===== src/rtl/mul_array_sequencer.sv =====
// Steps a ROW_NUM x COL_NUM multiply array one column per F period and sums
// each row's partial products. Row results leave through a valid/ready handshake.
module mul_array_sequencer #(
  parameter int COL_NUM_BIT = 6,
  parameter int ROW_NUM     = 16,
  parameter int COM_LENG    = 32,
  parameter int PP_W        = 16
) (
  input  logic                       clk,
  input  logic                       rst,
  input  logic                       F,
  input  logic                       start,
  input  logic [PP_W-1:0]            pp_in,
  output logic [COL_NUM_BIT-1:0]     col_idx,
  output logic [$clog2(ROW_NUM)-1:0] row_idx,
  output logic                       busy,
  output logic [COM_LENG-1:0]        res_data,
  output logic                       res_valid,
  input  logic                       res_ready,
  output logic                       done,
  output logic                       phase_err
);

  localparam int RB      = $clog2(ROW_NUM);
  localparam int COL_NUM = 1 << COL_NUM_BIT;
  localparam logic [COL_NUM_BIT-1:0] COL_LAST = COL_NUM_BIT'(COL_NUM - 1);
  localparam logic [RB-1:0]          ROW_LAST = RB'(ROW_NUM - 1);

  typedef enum logic [1:0] {
    ST_IDLE = 2'd0,
    ST_ARM  = 2'd1,
    ST_RUN  = 2'd2,
    ST_HOLD = 2'd3
  } state_t;

  state_t                 r_state;
  state_t                 w_next_state;
  logic                   r_f_q;
  logic [COL_NUM_BIT-1:0] r_col_idx;
  logic [RB-1:0]          r_row_idx;
  logic [COM_LENG-1:0]    r_acc;
  logic [COM_LENG-1:0]    r_res_data;
  logic                   r_res_valid;
  logic                   r_busy;
  logic                   r_done;
  logic                   r_phase_err;

  logic [COM_LENG-1:0]    w_acc_sum;
  logic                   w_viol;
  logic                   w_last_col;
  logic                   w_last_row;
  logic                   w_accept;

  // F must toggle on every clock while the array is being walked
  always_comb begin
    w_next_state = r_state;
    w_acc_sum    = r_acc + COM_LENG'(pp_in);
    w_last_col   = (r_col_idx == COL_LAST);
    w_last_row   = (r_row_idx == ROW_LAST);
    w_accept     = r_res_valid && res_ready;
    w_viol       = ((r_state == ST_ARM) || (r_state == ST_RUN)) && (F == r_f_q);
    case (r_state)
      ST_IDLE: begin
        if (start) w_next_state = ST_ARM;
        else       w_next_state = ST_IDLE;
      end
      ST_ARM: begin
        if (w_viol)  w_next_state = ST_IDLE;
        else if (F)  w_next_state = ST_RUN;
        else         w_next_state = ST_ARM;
      end
      ST_RUN: begin
        if (w_viol)                w_next_state = ST_IDLE;
        else if (F && w_last_col)  w_next_state = ST_HOLD;
        else                       w_next_state = ST_RUN;
      end
      ST_HOLD: begin
        if (w_accept) begin
          if (w_last_row) w_next_state = ST_IDLE;
          else            w_next_state = ST_ARM;
        end else begin
          w_next_state = ST_HOLD;
        end
      end
      default: w_next_state = ST_IDLE;
    endcase
  end

  always_ff @(posedge clk or posedge rst) begin
    if (rst) r_state <= ST_IDLE;
    else     r_state <= w_next_state;
  end

  always_ff @(posedge clk or posedge rst) begin
    if (rst) begin
      r_f_q       <= 1'b1;
      r_col_idx   <= '0;
      r_row_idx   <= '0;
      r_acc       <= '0;
      r_res_data  <= '0;
      r_res_valid <= 1'b0;
      r_busy      <= 1'b0;
      r_done      <= 1'b0;
      r_phase_err <= 1'b0;
    end else begin
      r_f_q  <= F;
      r_done <= 1'b0;
      r_busy <= (w_next_state != ST_IDLE);
      case (r_state)
        ST_IDLE: begin
          r_col_idx   <= '0;
          r_row_idx   <= '0;
          r_acc       <= '0;
          r_res_valid <= 1'b0;
          if (start) r_phase_err <= 1'b0;
        end
        ST_ARM: begin
          if (w_viol) r_phase_err <= 1'b1;
        end
        ST_RUN: begin
          // A fault on the final sample wins over producing a result
          if (w_viol) begin
            r_phase_err <= 1'b1;
            r_res_valid <= 1'b0;
          end else if (F) begin
            r_acc <= w_acc_sum;
            if (w_last_col) begin
              r_res_data  <= w_acc_sum;
              r_res_valid <= 1'b1;
            end else begin
              r_col_idx <= r_col_idx + COL_NUM_BIT'(1);
            end
          end
        end
        ST_HOLD: begin
          if (w_accept) begin
            r_res_valid <= 1'b0;
            if (w_last_row) begin
              r_done <= 1'b1;
            end else begin
              r_row_idx <= r_row_idx + RB'(1);
              r_col_idx <= '0;
              r_acc     <= '0;
            end
          end
        end
        default: r_res_valid <= 1'b0;
      endcase
    end
  end

  assign col_idx   = r_col_idx;
  assign row_idx   = r_row_idx;
  assign busy      = r_busy;
  assign res_data  = r_res_data;
  assign res_valid = r_res_valid;
  assign done      = r_done;
  assign phase_err = r_phase_err;

endmodule

===== config.mk =====
export PLATFORM = sky130hd
export DESIGN_NAME = mul_array_sequencer
export DESIGN_NICKNAME = d
export VERILOG_FILES = /design/src/rtl/mul_array_sequencer.sv
export SDC_FILE = /design/constraint.sdc
export NUM_CORES = 1
export LEC_CHECK = 0
export ABC_AREA = 1
export ABC_CLOCK_PERIOD_IN_PS = 4550
export CAP_MARGIN = 20
export CORE_MARGIN = 4
export CORE_UTILIZATION = 45
export DETAILED_ROUTE_END_ITERATION = 12
export PLACE_DENSITY = 0.68
export SLEW_MARGIN = 20
export SYNTH_ARGS = -nofsm -noshare
export SYNTH_HDL_FRONTEND = slang
export SYNTH_SLANG_ARGS = --single-unit

===== constraint.sdc =====
create_clock -name clk -period 4.55 [get_ports clk]
set_input_delay 0.91 -clock clk [delete_from_list [all_inputs] [get_ports clk]]
set_output_delay 0.91 -clock clk [all_outputs]
set_load 0.005 [all_outputs]

# After elaboration in Yosys (flattened, before gate mapping)
# Cells that the tools add are included.
# totals
in_bits	21
elab_cells	78
output_inout_bits	46
regBits	81
# op_classes
n_eq_ne	15
n_addsub	3
n_mux	33
reduce_logical	16
bitwise_logic	1
# op_table
operator	count
32-bit two-way mux	4
32-bit one-hot mux with 3 select lines	1
32-bit by 16-bit adder with 32-bit output	1
6-bit two-way mux	5
6-bit one-hot mux with 3 select lines	1
1-bit two-way mux	12
2-bit inequality test, second input constant	6
2-bit two-way mux	4
4-bit two-way mux	2
2-bit one-hot mux with 4 select lines	1
4-bit one-hot mux with 2 select lines	1
4-bit AND reduction	2
6-bit by 1-bit adder with 6-bit output, second input constant	1
6-bit equality test, second input constant	1
3-bit inequality test, second input constant	2
3-bit AND reduction	2
6-bit AND reduction	1
2-bit nonzero test	3
5-bit AND reduction	1
4-bit by 1-bit adder with 4-bit output, second input constant	1
2-bit equality test, second input constant	2
4-bit equality test, second input constant	1
1-bit logical AND	3
1-bit one-hot mux with 3 select lines	1
9 further kinds	9

# Longest topological paths before layout
# logic_depth
word_depth	6
mapped_depth	14
ltp_nobuf	14

# Least setup slack after synthesis
# OpenSTA, ideal clock, no wires.
# synth_timing
path_kind	input port to flip-flop
start	in pp_in[0]
end	reg r_res_data[26] (netlist: res_data[26])
setup_ns	0.117
stages	14
arrival_time_ns	2.315
n_path_buf	0
path_slack_ns	2.118
cell_sequence	ha_1 fa_1 nand3_1 nand3_1 nand2_1 nand2_1 nand2_1 nand2_1 nand2_1 nand2_1 nand2_1 nand2_1 nand2_1 nand2_1
# synth_between
elab_chain_cells	1
# synth_lines
item	line	rtl
from (decl)	13	input logic [PP_W-1:0] pp_in,
32-bit by 16-bit adder with 32-bit output	57	w_acc_sum = r_acc + COM_LENG'(pp_in);
to (signal assigned)	128	r_res_data <= w_acc_sum;
to (decl)	42	logic [COM_LENG-1:0] r_res_data;
# No other way between the ends.
# A chain may end at the register's enable or synchronous reset.

# Worst setup path after layout
# layout_timing
start	in F
end	reg r_res_data[8] (netlist: res_data[8])
# layout_between
elab_chain_cells	4
# layout_lines
item	line	rtl
from (decl)	11	input logic F,
1-bit equality test	61	w_viol = ((r_state == ST_ARM) || (r_state == ST_RUN)) && (F == r_f_q);
1-bit logical AND	61	
1-bit NOT (no source line)	-	
4-bit AND reduction (no source line) *	-	
# Every way passes the cells marked *; elsewhere a longest branch is shown, timed or not.

==> qor.yml <==
sta:
  tns_ns: 0
  tightest_slew_ns: 0.762
  hold_ws_ns: 0.488
  rsz0062_at_grt: "no"
  min_period_ns: 2.85
  report.final.slew_viol_count: 0
  fmax_mhz: 351
  fin_skew_ns: 0.0161
  setup_viol: 0
  period_share_pct: 62.7
  slew_headroom_pct: 49.2
  hold_viol_final: 0
power:
  leakage_uw: 0.00304
  irDropWorstVdd_mv: 0.265
  power_density_nw_per_um2: 361
synthesis:
  synth_largest_area_cell: "dfrtp_1"
  seq_area_frac_synth_pct: 41.4
  netlist_top_cells_area: "dfrtp_1, nand2_1, inv_1"
  syn_nets: 725
  ys_ff_latch: 81
  synthArstFlopShare_pct: 100
  synth_area_per_cell_um2: 7.20
  ys.flop_type: "dfrtp_1"
  synth_edf_count: 0
  synth.top_cell.area_share_pct: 40.9
  synth.distinct_cells: 36
  syn_inst: 680
  synthesis.area_um2: 4900
  ys_warn_count: 0
cells_and_area:
  final_nets: 792
  area_growth_pct: 19.6
  finish.utilization_pct: 56.0
  drive_gt1_share_pct: 4.39
  diodes: 0
  instances_no_fill: 888
setup_path:
  worst_setup_path_end_kind: "flip-flop"
  reg2reg_depth: 7
  cp_max_fo: 49
  critPathLaunchType: "input port"
  path_class: "in2reg"
  crit_path_max_incr_delay_ns: 0.56
  crit_top_cell: "inv_2"
  worstPathRequired_ns: 4.75
  cp_slowest_cell: "clkdlybuf4s50_1"
  path_cells: "clkdlybuf4s50_1, inv_1, nor2_1, inv_2, nand3_2, nand2_2, nor2_4, inv_2, nand2_1, o21ai_0"
  cp.arrival_ns: 3.06
clocking:
  post_cts_buffers: 0
  cts_resized: 0
  postCtsHoldBufs: 0
  clockRootBuffer: "clkbuf_8"
  ctsLongestPathBuffers: 2
  clock_sinks: 81
  cts_tree: "built"
  clk_pin_slew_ns: 0.08
  cts-htree-levels: 3
  worstSkewPairLatency_ns: 0.36
  numCtsBuffers: 9
global_routing:
  gr-max-usage-layer: "met2"
  antenna_found_initial: 0
  grt.met1_usage_pct: 27.8
  grt_pass1_vias: 4358
  met3_usage_pct: 3.61
  grt_max_degree: 59
  grt_first_pass_wirelength_mm: 20.9
  grt_usage_pct: 20.1
  grt_use_met2_pct: 32.1
  grt_overflow_total: 0
worst_hold_path:
  hp-class: "reg2reg"
  min_path_cells: 2
die:
  core_area_um2: 10500
  ios: 67
  num_rows: 37
  die_h_um: 112
  die-area_um2: 12600
  start_util_pct: 46.8
  die_w_um: 112
detailed_routing:
  detail-route-antenna-nets: 0
  drt_first_iter_violations: 337
  wirelength_mm: 12.4
  vias_per_cell: 5.10
  vias: 4525
  wl_per_cell_um: 14.0
  drc: 0
  first_pass_iters: 8
flow_run:
  maxCapViolCount: 0
status:
  status: "finished clean"
placed_design:
  hpwl_mm: 9.35
  gp_congestion: 0.945
  placed_cells: 872
  io_buffer_count: 66
==> Yosys cell counts, drive strengths merged, types with 5 or more instances <==
library cell	n
a21oi	11
buf	11
dfrtp	80
ha	23
inv	88
nand2	273
nand3	54
nand3b	5
nand4	7
nor2	33
nor3	10
o21ai	52
xnor2	14
==> placed cells by master (no fill, tap or decap), types with 4 or more instances in the layout <==
| cell type | synthesis | routed |
|---|---|---|
| a21oi_1 | 11 | 11 |
| clkbuf_8 | 0 | 10 |
| clkdlybuf4s50_1 | 0 | 66 |
| dfrtp_1 | 80 | 80 |
| ha_1 | 23 | 23 |
| inv_1 | 84 | 83 |
| nand2_1 | 271 | 271 |
| nand3_1 | 53 | 53 |
| nand3b_1 | 5 | 5 |
| nand4_1 | 7 | 7 |
| nor2_1 | 31 | 31 |
| nor3_1 | 8 | 8 |
| o21ai_0 | 41 | 41 |
| o21ai_1 | 11 | 11 |
| xnor2_1 | 14 | 14 |
| xor2_1 | 4 | 4 |
==> state kept, by name, indices dropped and copies added (netlist names) <==
signal and count:
phase_err 1, r_acc 32, res_valid 1, col_idx 6, row_idx 4, r_f_q 1
r_state 2, done 1, res_data 32, busy 1
==> worst paths after layout <==
kind / slack [ns] / to / from
worst max-delay path: 1.70 / res_data[8]$_DFFE_PP0P_ / F
worst min-delay path: 0.49 / res_data[26]$_DFFE_PP0P_ / res_data[26]$_DFFE_PP0P_
worst max register to register: 2.11 / res_data[8]$_DFFE_PP0P_ / r_state[0]$_DFF_PP0_
worst min register to register: 0.49 / res_data[26]$_DFFE_PP0P_ / res_data[26]$_DFFE_PP0P_
max in group asynchronous: 2.75 / res_data[8]$_DFFE_PP0P_ / rst
min in group asynchronous: 1.01 / res_data[21]$_DFFE_PP0P_ / rst
==> power by group <==
group          switching, µW  internal (µW)  total (µW)  leakage (µW)
clock network            293            219         512     0.0000859
logic                    497            267         764       0.00186
registers               50.3            790         840       0.00109
total                    841           1280        2120       0.00304
==> per-stage QoR <==
stage | cell area (µm²) | setup slack [ns] | power, µW
final | 5860 | 1.70 | 2120
after global routing | 5860 | 1.51 | 2270
after CTS | 5860 | 1.68 | 2140
after detailed placement | 5670 | 1.31 | 1620
after global placement | 5670 | 1.43 | 1600
after floorplan | 4900 | 1.56 | 1380
==> cell type report <==
type,instances,area (µm²)
clock buffers,10,138
clock inverters,6,48.8
fillers,1019,4600
inverters,88,335
multi-input cells,500,2470
flip-flops and latches,81,2030
well taps,136,170
repair buffers,67,668
==> metal layers <==
| layer | up-vias | wire [µm] |
|---|---|---|
| met5 | - | 0 |
| met4 | 0 | 198 |
| met3 | 16 | 562 |
| met2 | 96 | 5740 |
| met1 | 2126 | 5940 |
| li1 | 2287 | - |
==> cells by family (layout without fill, tap and decap cells) <==
logic type / count (synthesis) / after routing / share of synthesized area [%]
adders and majority gates: 24 / 24 / 6.28
AOI/OAI and AO/OA: 70 / 70 / 7.74
and+or+nand+nor: 388 / 388 / 33.2
xor gates and xnor gates: 18 / 18 / 3.22
buffers and inverters: 99 / 171 / 8.17
DFF: 81 / 81 / 41.4
==> worst max-delay path: cells and delay by family <==
kind | cells | cell delay (ns)
AOI/OAI and AO/OA | 1 | 0.10
buffers and inverters | 4 | 1.13
and+or+nand+nor | 5 | 0.87
No activity file was read; power rests on OpenSTA's default activity.
